<file path="src/rtl/pipeline_pkg.sv">
// Shared definitions for the chroma-key pipeline configuration path.
//   - Command opcodes accepted on the MCU/SPI byte stream
//   - Command-parser FSM state type
//   - Default pass thresholds used by the chroma-key stage after reset
package pipeline_pkg;

   localparam logic [7:0] OP_CLEAR      = 8'h00;
   localparam logic [7:0] OP_SET_ENABLE = 8'h01;
   localparam logic [7:0] OP_SET_THRESH = 8'h02;

   typedef enum logic [1:0] {
      ST_IDLE = 2'd0,
      ST_ARG0 = 2'd1,
      ST_ARG1 = 2'd2,
      ST_ARG2 = 2'd3
   } key_state_e;

   localparam int unsigned DEF_RED_PASS   = 4;
   localparam int unsigned DEF_GREEN_PASS = 44;
   localparam int unsigned DEF_BLUE_PASS  = 12;

endpackage

</file>
<file path="src/rtl/pipeline_key_config.sv">
// Command-driven configuration controller for the chroma-key compositing stage.
// Byte commands stage key-enable / threshold values in shadow registers, and
// the shadow is committed atomically to the outputs on frame_start.
//
// Ports:
//   clk, rst_n    - system clock, asynchronous active-low reset
//   cmd_valid     - command byte valid
//   cmd_data      - command byte
//   cmd_ready     - byte accepted when cmd_valid && cmd_ready
//   frame_start   - one-cycle pulse at start of frame (commit point)
//   key_enable    - committed chroma-key enable
//   red_pass      - committed red maximum
//   green_pass    - committed green minimum
//   blue_pass     - committed blue maximum
//   pending       - uncommitted shadow write exists
//   cmd_error     - sticky error (unknown opcode or inter-byte timeout)
module pipeline_key_config
   import pipeline_pkg::*;
#(
   parameter int unsigned                RED_SIZE    = 5,
   parameter int unsigned                GREEN_SIZE  = 6,
   parameter int unsigned                BLUE_SIZE   = 5,
   parameter logic [RED_SIZE-1:0]        RED_RESET   = RED_SIZE'(DEF_RED_PASS),
   parameter logic [GREEN_SIZE-1:0]      GREEN_RESET = GREEN_SIZE'(DEF_GREEN_PASS),
   parameter logic [BLUE_SIZE-1:0]       BLUE_RESET  = BLUE_SIZE'(DEF_BLUE_PASS),
   parameter int unsigned                TIMEOUT     = 1024
) (
   input  logic                  clk,
   input  logic                  rst_n,
   input  logic                  cmd_valid,
   input  logic [7:0]            cmd_data,
   output logic                  cmd_ready,
   input  logic                  frame_start,
   output logic                  key_enable,
   output logic [RED_SIZE-1:0]   red_pass,
   output logic [GREEN_SIZE-1:0] green_pass,
   output logic [BLUE_SIZE-1:0]  blue_pass,
   output logic                  pending,
   output logic                  cmd_error
);

   localparam int unsigned      CNT_W    = $clog2(TIMEOUT + 1);
   localparam logic [CNT_W-1:0] CNT_LAST = CNT_W'(TIMEOUT - 1);

   key_state_e            state_q, state_d;
   logic                  is_thresh_q, is_thresh_d;
   logic [CNT_W-1:0]      cnt_q, cnt_d;
   logic                  ready_q;

   logic [RED_SIZE-1:0]   stage_red_q;
   logic [GREEN_SIZE-1:0] stage_green_q;

   logic                  shadow_en_q;
   logic [RED_SIZE-1:0]   shadow_red_q;
   logic [GREEN_SIZE-1:0] shadow_green_q;
   logic [BLUE_SIZE-1:0]  shadow_blue_q;

   logic                  pending_q;
   logic                  error_q;

   logic accept;
   logic timeout_hit;
   logic en_wr, th_wr;
   logic red_ld, green_ld;
   logic err_set, err_clr;

   assign accept    = cmd_valid && ready_q;
   assign cmd_ready = ready_q;
   assign pending   = pending_q;
   assign cmd_error = error_q;

   // Parser decode: one byte per cycle, no bubbles between commands.
   always_comb begin
      state_d     = state_q;
      is_thresh_d = is_thresh_q;
      en_wr       = 1'b0;
      th_wr       = 1'b0;
      red_ld      = 1'b0;
      green_ld    = 1'b0;
      err_set     = 1'b0;
      err_clr     = 1'b0;
      // An accepted byte always beats a timeout landing in the same cycle.
      timeout_hit = (state_q != ST_IDLE) && !accept && (cnt_q == CNT_LAST);

      if (accept) begin
         case (state_q)
            ST_IDLE: begin
               case (cmd_data)
                  OP_CLEAR:      err_clr = 1'b1;
                  OP_SET_ENABLE: begin
                     state_d     = ST_ARG0;
                     is_thresh_d = 1'b0;
                  end
                  OP_SET_THRESH: begin
                     state_d     = ST_ARG0;
                     is_thresh_d = 1'b1;
                  end
                  default:       err_set = 1'b1;
               endcase
            end
            ST_ARG0: begin
               if (is_thresh_q) begin
                  red_ld  = 1'b1;
                  state_d = ST_ARG1;
               end else begin
                  en_wr   = 1'b1;
                  state_d = ST_IDLE;
               end
            end
            ST_ARG1: begin
               green_ld = 1'b1;
               state_d  = ST_ARG2;
            end
            ST_ARG2: begin
               th_wr   = 1'b1;
               state_d = ST_IDLE;
            end
            default: state_d = ST_IDLE;
         endcase
      end else if (timeout_hit) begin
         // Staging values are simply abandoned; they only reach the shadow
         // after a full three-byte payload, so no clearing is needed.
         err_set = 1'b1;
         state_d = ST_IDLE;
      end

      if (accept || timeout_hit || (state_q == ST_IDLE)) begin
         cnt_d = '0;
      end else begin
         cnt_d = cnt_q + 1'b1;
      end
   end

   always_ff @(posedge clk or negedge rst_n) begin
      if (!rst_n) begin
         state_q     <= ST_IDLE;
         is_thresh_q <= 1'b0;
         cnt_q       <= '0;
         ready_q     <= 1'b0;
      end else begin
         state_q     <= state_d;
         is_thresh_q <= is_thresh_d;
         cnt_q       <= cnt_d;
         ready_q     <= 1'b1;
      end
   end

   always_ff @(posedge clk or negedge rst_n) begin
      if (!rst_n) begin
         stage_red_q   <= '0;
         stage_green_q <= '0;
      end else begin
         if (red_ld)   stage_red_q   <= cmd_data[RED_SIZE-1:0];
         if (green_ld) stage_green_q <= cmd_data[GREEN_SIZE-1:0];
      end
   end

   always_ff @(posedge clk or negedge rst_n) begin
      if (!rst_n) begin
         shadow_en_q    <= 1'b0;
         shadow_red_q   <= RED_RESET;
         shadow_green_q <= GREEN_RESET;
         shadow_blue_q  <= BLUE_RESET;
      end else begin
         if (en_wr) shadow_en_q <= cmd_data[0];
         if (th_wr) begin
            shadow_red_q   <= stage_red_q;
            shadow_green_q <= stage_green_q;
            shadow_blue_q  <= cmd_data[BLUE_SIZE-1:0];
         end
      end
   end

   // Commit samples the shadow as it stood before this cycle's write, so a
   // write coinciding with frame_start stays pending for the next frame.
   always_ff @(posedge clk or negedge rst_n) begin
      if (!rst_n) begin
         key_enable <= 1'b0;
         red_pass   <= RED_RESET;
         green_pass <= GREEN_RESET;
         blue_pass  <= BLUE_RESET;
      end else if (frame_start && pending_q) begin
         key_enable <= shadow_en_q;
         red_pass   <= shadow_red_q;
         green_pass <= shadow_green_q;
         blue_pass  <= shadow_blue_q;
      end
   end

   always_ff @(posedge clk or negedge rst_n) begin
      if (!rst_n) begin
         pending_q <= 1'b0;
      end else if (en_wr || th_wr) begin
         pending_q <= 1'b1;
      end else if (frame_start) begin
         pending_q <= 1'b0;
      end
   end

   always_ff @(posedge clk or negedge rst_n) begin
      if (!rst_n) begin
         error_q <= 1'b0;
      end else if (err_set) begin
         error_q <= 1'b1;
      end else if (err_clr) begin
         error_q <= 1'b0;
      end
   end

endmodule

</file>
<file path="config.mk">
export PLATFORM = sky130hd
export DESIGN_NAME = pipeline_key_config
export DESIGN_NICKNAME = d
export VERILOG_FILES = /design/src/rtl/pipeline_pkg.sv /design/src/rtl/pipeline_key_config.sv
export SDC_FILE = /design/constraint.sdc
export NUM_CORES = 1
export LEC_CHECK = 0
export ABC_AREA = 0
export BUFFER_PORTS_ARGS = -buffer_cell sky130_fd_sc_hd__buf_4
export CAP_MARGIN = 20
export CORE_ASPECT_RATIO = 1.75
export CORE_MARGIN = 2
export CORE_UTILIZATION = 35
export DETAILED_ROUTE_END_ITERATION = 7
export HOLD_SLACK_MARGIN = 0.1
export PLACE_DENSITY_LB_ADDON = 0.2
export SLEW_MARGIN = 20
export SYNTH_ARGS = -nofsm -noshare
export SYNTH_HDL_FRONTEND = slang
export SYNTH_SLANG_ARGS = --single-unit
</file>
<file path="constraint.sdc">
create_clock -name clk -period 2 [get_ports clk]
set_clock_uncertainty 0.2 [all_clocks]
set_input_delay 0.3 -clock clk [delete_from_list [all_inputs] [get_ports clk]]
set_output_delay 0.3 -clock clk [all_outputs]
set_load 0.005 [all_outputs]
</file>
==> impl_metrics.xml <==
<?xml version="1.0" encoding="UTF-8"?>
<metrics>
  <group name="finish">
    <metric name="nFillCells" unit="">649</metric>
    <metric name="finish.net_count" unit="">250</metric>
    <metric name="multi_input_comb_area" unit="sq um">906</metric>
    <metric name="layout-drive-gt1-share" unit="">0.463</metric>
    <metric name="ff_latch_area" unit="sq mm">0.00157</metric>
    <metric name="finish.instance_area" unit="sq mm">0.00332</metric>
    <metric name="insertedDiodeCount" unit="">0</metric>
    <metric name="syn2layout_area_growth" unit="%">31.6</metric>
    <metric name="final_core_utilization" unit="">0.469</metric>
    <metric name="final-instance-count-excl-fill" unit="">328</metric>
  </group>
  <group name="clocking">
    <metric name="cts_max_path_buffers" unit="">2</metric>
    <metric name="insertion_delay" unit="ns">0.32</metric>
    <metric name="tritoncts_clock_tree" unit="">done</metric>
    <metric name="ctsHtreeMaxLevel" unit="">3</metric>
    <metric name="cts_resized" unit="">0</metric>
    <metric name="clk_pin_slew_worst_paths" unit="ns">0.05</metric>
    <metric name="cts.root.buffer_cell" unit="">sky130_fd_sc_hd__clkbuf_16</metric>
    <metric name="holdBufCountCts" unit="">8</metric>
    <metric name="total_number_of_clock_tree_sinks" unit="">62</metric>
    <metric name="numCtsBuffers" unit="">9</metric>
    <metric name="post_cts.repair.setup_buffers" unit="">0</metric>
  </group>
  <group name="flow_run">
    <metric name="drv_cap" unit="">0</metric>
  </group>
  <group name="power">
    <metric name="psw" unit="mW">0.577</metric>
    <metric name="post-layout-total-power" unit="mW">3.17</metric>
    <metric name="powerDensity" unit="mW/mm^2">953</metric>
    <metric name="sequential_cell_fraction_of_total_power" unit="">0.401</metric>
    <metric name="pwr-share-clk" unit="">0.571</metric>
    <metric name="irDropWorstVdd" unit="V">0.000525</metric>
    <metric name="p_int" unit="mW">2.59</metric>
    <metric name="total_leakage_power" unit="nW">1.59</metric>
    <metric name="share_of_power_burned_in_combinational_logic" unit="">0.029</metric>
    <metric name="power.share.switching" unit="">0.182</metric>
  </group>
  <group name="worst_setup_path">
    <metric name="crit-reg2reg-capture" unit="">cnt_q[4]</metric>
    <metric name="timing.critical_path.slowest_cell_delay" unit="ns">0.56</metric>
    <metric name="regToRegSetupSlack" unit="ns">0.17</metric>
    <metric name="startpoint_of_the_worst_slack_reg_to_reg_timing_path" unit="">cnt_q[2]</metric>
    <metric name="crit_path_kind" unit="">flip-flop to flip-flop</metric>
    <metric name="crit_path_start" unit="">cnt_q[2]</metric>
    <metric name="number_of_cells_on_the_worst_reg_to_reg_path" unit="">4</metric>
    <metric name="cp_data_required_time" unit="ns">2.00</metric>
    <metric name="crit_path_end" unit="">cnt_q[4]</metric>
    <metric name="crit_path_cell_trace" unit="">nand4_1 &gt; or4_4 &gt; nand2b_1 &gt; nor2_1</metric>
    <metric name="sort_of_element_at_the_start_of_the_critical_path" unit="">flip-flop</metric>
    <metric name="critical_path_peak_fanout" unit="">8</metric>
    <metric name="endpoint_class_of_the_critical_path" unit="">flip-flop</metric>
    <metric name="cpMaxStageDelayCell" unit="">sky130_fd_sc_hd__or4_4</metric>
    <metric name="cp_data_arrival_time" unit="ns">1.83</metric>
  </group>
  <group name="placed_design">
    <metric name="place.port_buffers" unit="">31</metric>
    <metric name="place.detailed.instances" unit="">304</metric>
    <metric name="place.detailed.hpwl" unit="um">3290</metric>
    <metric name="dpl-instance-area" unit="sq mm">0.00289</metric>
    <metric name="dp_worst_setup_slack" unit="ns">0.154</metric>
    <metric name="placer_s_final_routability_congestion_estimate" unit="">0.775</metric>
  </group>
  <group name="route">
    <metric name="dr.first_iter.drc_count" unit="">70</metric>
    <metric name="route.vias.total" unit="">1599</metric>
    <metric name="post_dr_vias_cell" unit="">4.88</metric>
    <metric name="post-route-drc-count" unit="">0</metric>
    <metric name="dr.pass1.iters" unit="">4</metric>
    <metric name="route.detailed.wl_per_inst" unit="um">14.7</metric>
    <metric name="route.final.wire_length" unit="um">4830</metric>
    <metric name="postRouteAntennaNets" unit="">0</metric>
  </group>
  <group name="synthesis">
    <metric name="synth_seq_cells" unit="">62</metric>
    <metric name="synth_top_cell_area_share" unit="">0.496</metric>
    <metric name="synth.net_count" unit="">199</metric>
    <metric name="synthesis.instances" unit="">186</metric>
    <metric name="synthesis.area" unit="sq mm">0.00252</metric>
    <metric name="yosys-top-cells-area" unit="">sky130_fd_sc_hd__dfrtp_1, sky130_fd_sc_hd__mux2_2, sky130_fd_sc_hd__dfstp_2, sky130_fd_sc_hd__nor2_1, sky130_fd_sc_hd__xor2_1</metric>
    <metric name="synth_cell_type_count" unit="">30</metric>
    <metric name="postSynthAreaPerCell" unit="sq um">13.6</metric>
    <metric name="synth.yosys.seq_area_share" unit="">0.620</metric>
    <metric name="ys_warn_count" unit="">0</metric>
    <metric name="yosys.area.top_type" unit="">sky130_fd_sc_hd__dfrtp_1</metric>
  </group>
  <group name="die">
    <metric name="io_pins" unit="">32</metric>
    <metric name="placeableCoreArea" unit="sq mm">0.00708</metric>
    <metric name="start_util" unit="">0.357</metric>
    <metric name="die_x" unit="um">68.2</metric>
    <metric name="die-area" unit="sq mm">0.00794</metric>
    <metric name="cell_rows" unit="">41</metric>
    <metric name="chipHeight" unit="um">116</metric>
  </group>
  <group name="grt">
    <metric name="overflow" unit="">0</metric>
    <metric name="number_of_antenna_violations_at_the_first_check_in_global_routing" unit="">0</metric>
    <metric name="vias_in_the_first_global_route" unit="">1680</metric>
    <metric name="grtUsageTotal" unit="">0.144</metric>
    <metric name="maximum_number_of_pins_on_one_net_before_global_route_repair" unit="">35</metric>
    <metric name="grt_first_pass_wirelength" unit="um">7910</metric>
  </group>
  <group name="sta">
    <metric name="final_critical_path_setup_slack" unit="ns">0.169</metric>
    <metric name="worst_hold_slack" unit="ns">0.167</metric>
    <metric name="clock.fmax" unit="MHz">546</metric>
    <metric name="timing.setup.tns" unit="ns">0</metric>
    <metric name="final_min_period_over_clock_period" unit="">0.915</metric>
    <metric name="grt_setup_unrepaired" unit="">no</metric>
    <metric name="hold_viol_final" unit="">0</metric>
    <metric name="finalMaxSlewViolations" unit="">0</metric>
    <metric name="timing.final.crit_period" unit="ns">1.83</metric>
    <metric name="final-setup-viol-count" unit="">0</metric>
  </group>
  <group name="min_path">
    <metric name="hp-start" unit="">cmd_valid</metric>
    <metric name="hp-class" unit="">input pin to flip-flop</metric>
  </group>
  <group name="run_status">
    <metric name="run_status" unit="">finished, final reports clean</metric>
  </group>
</metrics>
==> cells in the mapped netlist, drive strengths merged <==
cell    instances
inv             4
nor3b           1
nand3           7
dfstp          12
nand2           8
nor3            4
nand4           6
a21oi           4
mux2           44
o21ai           4
nor2           15
o31ai           1
dfrtp          50
nand2b          1
xnor2           3
xor2            6
and4            1
nor4            1
ha              1
conb            1
clkbuf          1
buf             5
o22ai           2
a31oi           1
or4             1
mux2i           1
and4bb          1
==> sequential cells by signal, indices dropped and copies added (netlist names), 2 cells and up <==
signal          cells
blue_pass           5
cnt_q              11
green_pass          6
red_pass            5
shadow_blue_q       5
shadow_green_q      6
shadow_red_q        5
stage_green_q       6
stage_red_q         5
state_q             2
==> worst min path at each step <==
stage / slack (ns) / endpoint / cells after the start
2_1_floorplan: -0.20 / blue_pass[0] / 0
5_1_grt: 0.21 / pending / 3
6_report: 0.17 / pending / 3
4_1_cts: 0.15 / pending / 3
3_3_place_gp: 0.08 / stage_green_q[3] / 1
3_5_place_dp: 0.09 / green_pass[1] / 1
==> power by group through the flow <==
stage	Sequential (mW)	Combinational, mW	Clock [mW]
CTS	1.27	0.0933	1.85
finish	1.27	0.0903	1.81
detailed placement	1.29	0.0806	0
floorplan	1.29	0.0197	0
global route	1.27	0.103	1.90
global placement	1.29	0.0794	0
==> layer usage <==
layer / wire length [um] / vias to the layer above / GRT usage
li1: - / 750 / -
met1: 1960 / 800 / 0.161
met2: 2560 / 44 / 0.230
met3: 221 / 5 / 0.0501
met4: 91 / 0 / 0.0880
met5: 0 / - / 0
==> area by class of cell <==
class | count | area share
tap | 86 | 0.0324
timing repair buffer | 46 | 0.114
sequential | 62 | 0.471
inverter | 4 | 0.00452
clock buffer | 13 | 0.0783
clock inverter | 3 | 0.0271
multi-input combinational | 114 | 0.273
==> worst max-delay path, delay by kind of cell, from the launching register on <==
family | cells | cell delay [ns]
DFF | 1 | 0.43
and+or+nand+nor | 4 | 1.08
==> cells by family after synthesis <==
family	synth area share
other	0.00149
muxes	0.200
AOI/OAI and AO/OA	0.0263
adders and majority gates	0.00495
DFF	0.620
xor gates and xnor gates	0.0312
buffers and inverters	0.0208
and+or+nand+nor	0.0946
==> placed cells by master, fill, tap and decap left out, types with 5 or more instances in the layout <==
| cell type | count |
|---|---|
| sky130_fd_sc_hd__buf_4 | 37 |
| sky130_fd_sc_hd__clkbuf_16 | 9 |
| sky130_fd_sc_hd__dfrtp_1 | 50 |
| sky130_fd_sc_hd__dfstp_2 | 12 |
| sky130_fd_sc_hd__dlygate4sd3_1 | 8 |
| sky130_fd_sc_hd__mux2_2 | 44 |
| sky130_fd_sc_hd__nand2_1 | 8 |
| sky130_fd_sc_hd__nand3_1 | 7 |
| sky130_fd_sc_hd__nand4_1 | 5 |
| sky130_fd_sc_hd__nor2_1 | 15 |
| sky130_fd_sc_hd__xor2_1 | 6 |
No activity file was read; power rests on OpenSTA's default activity.
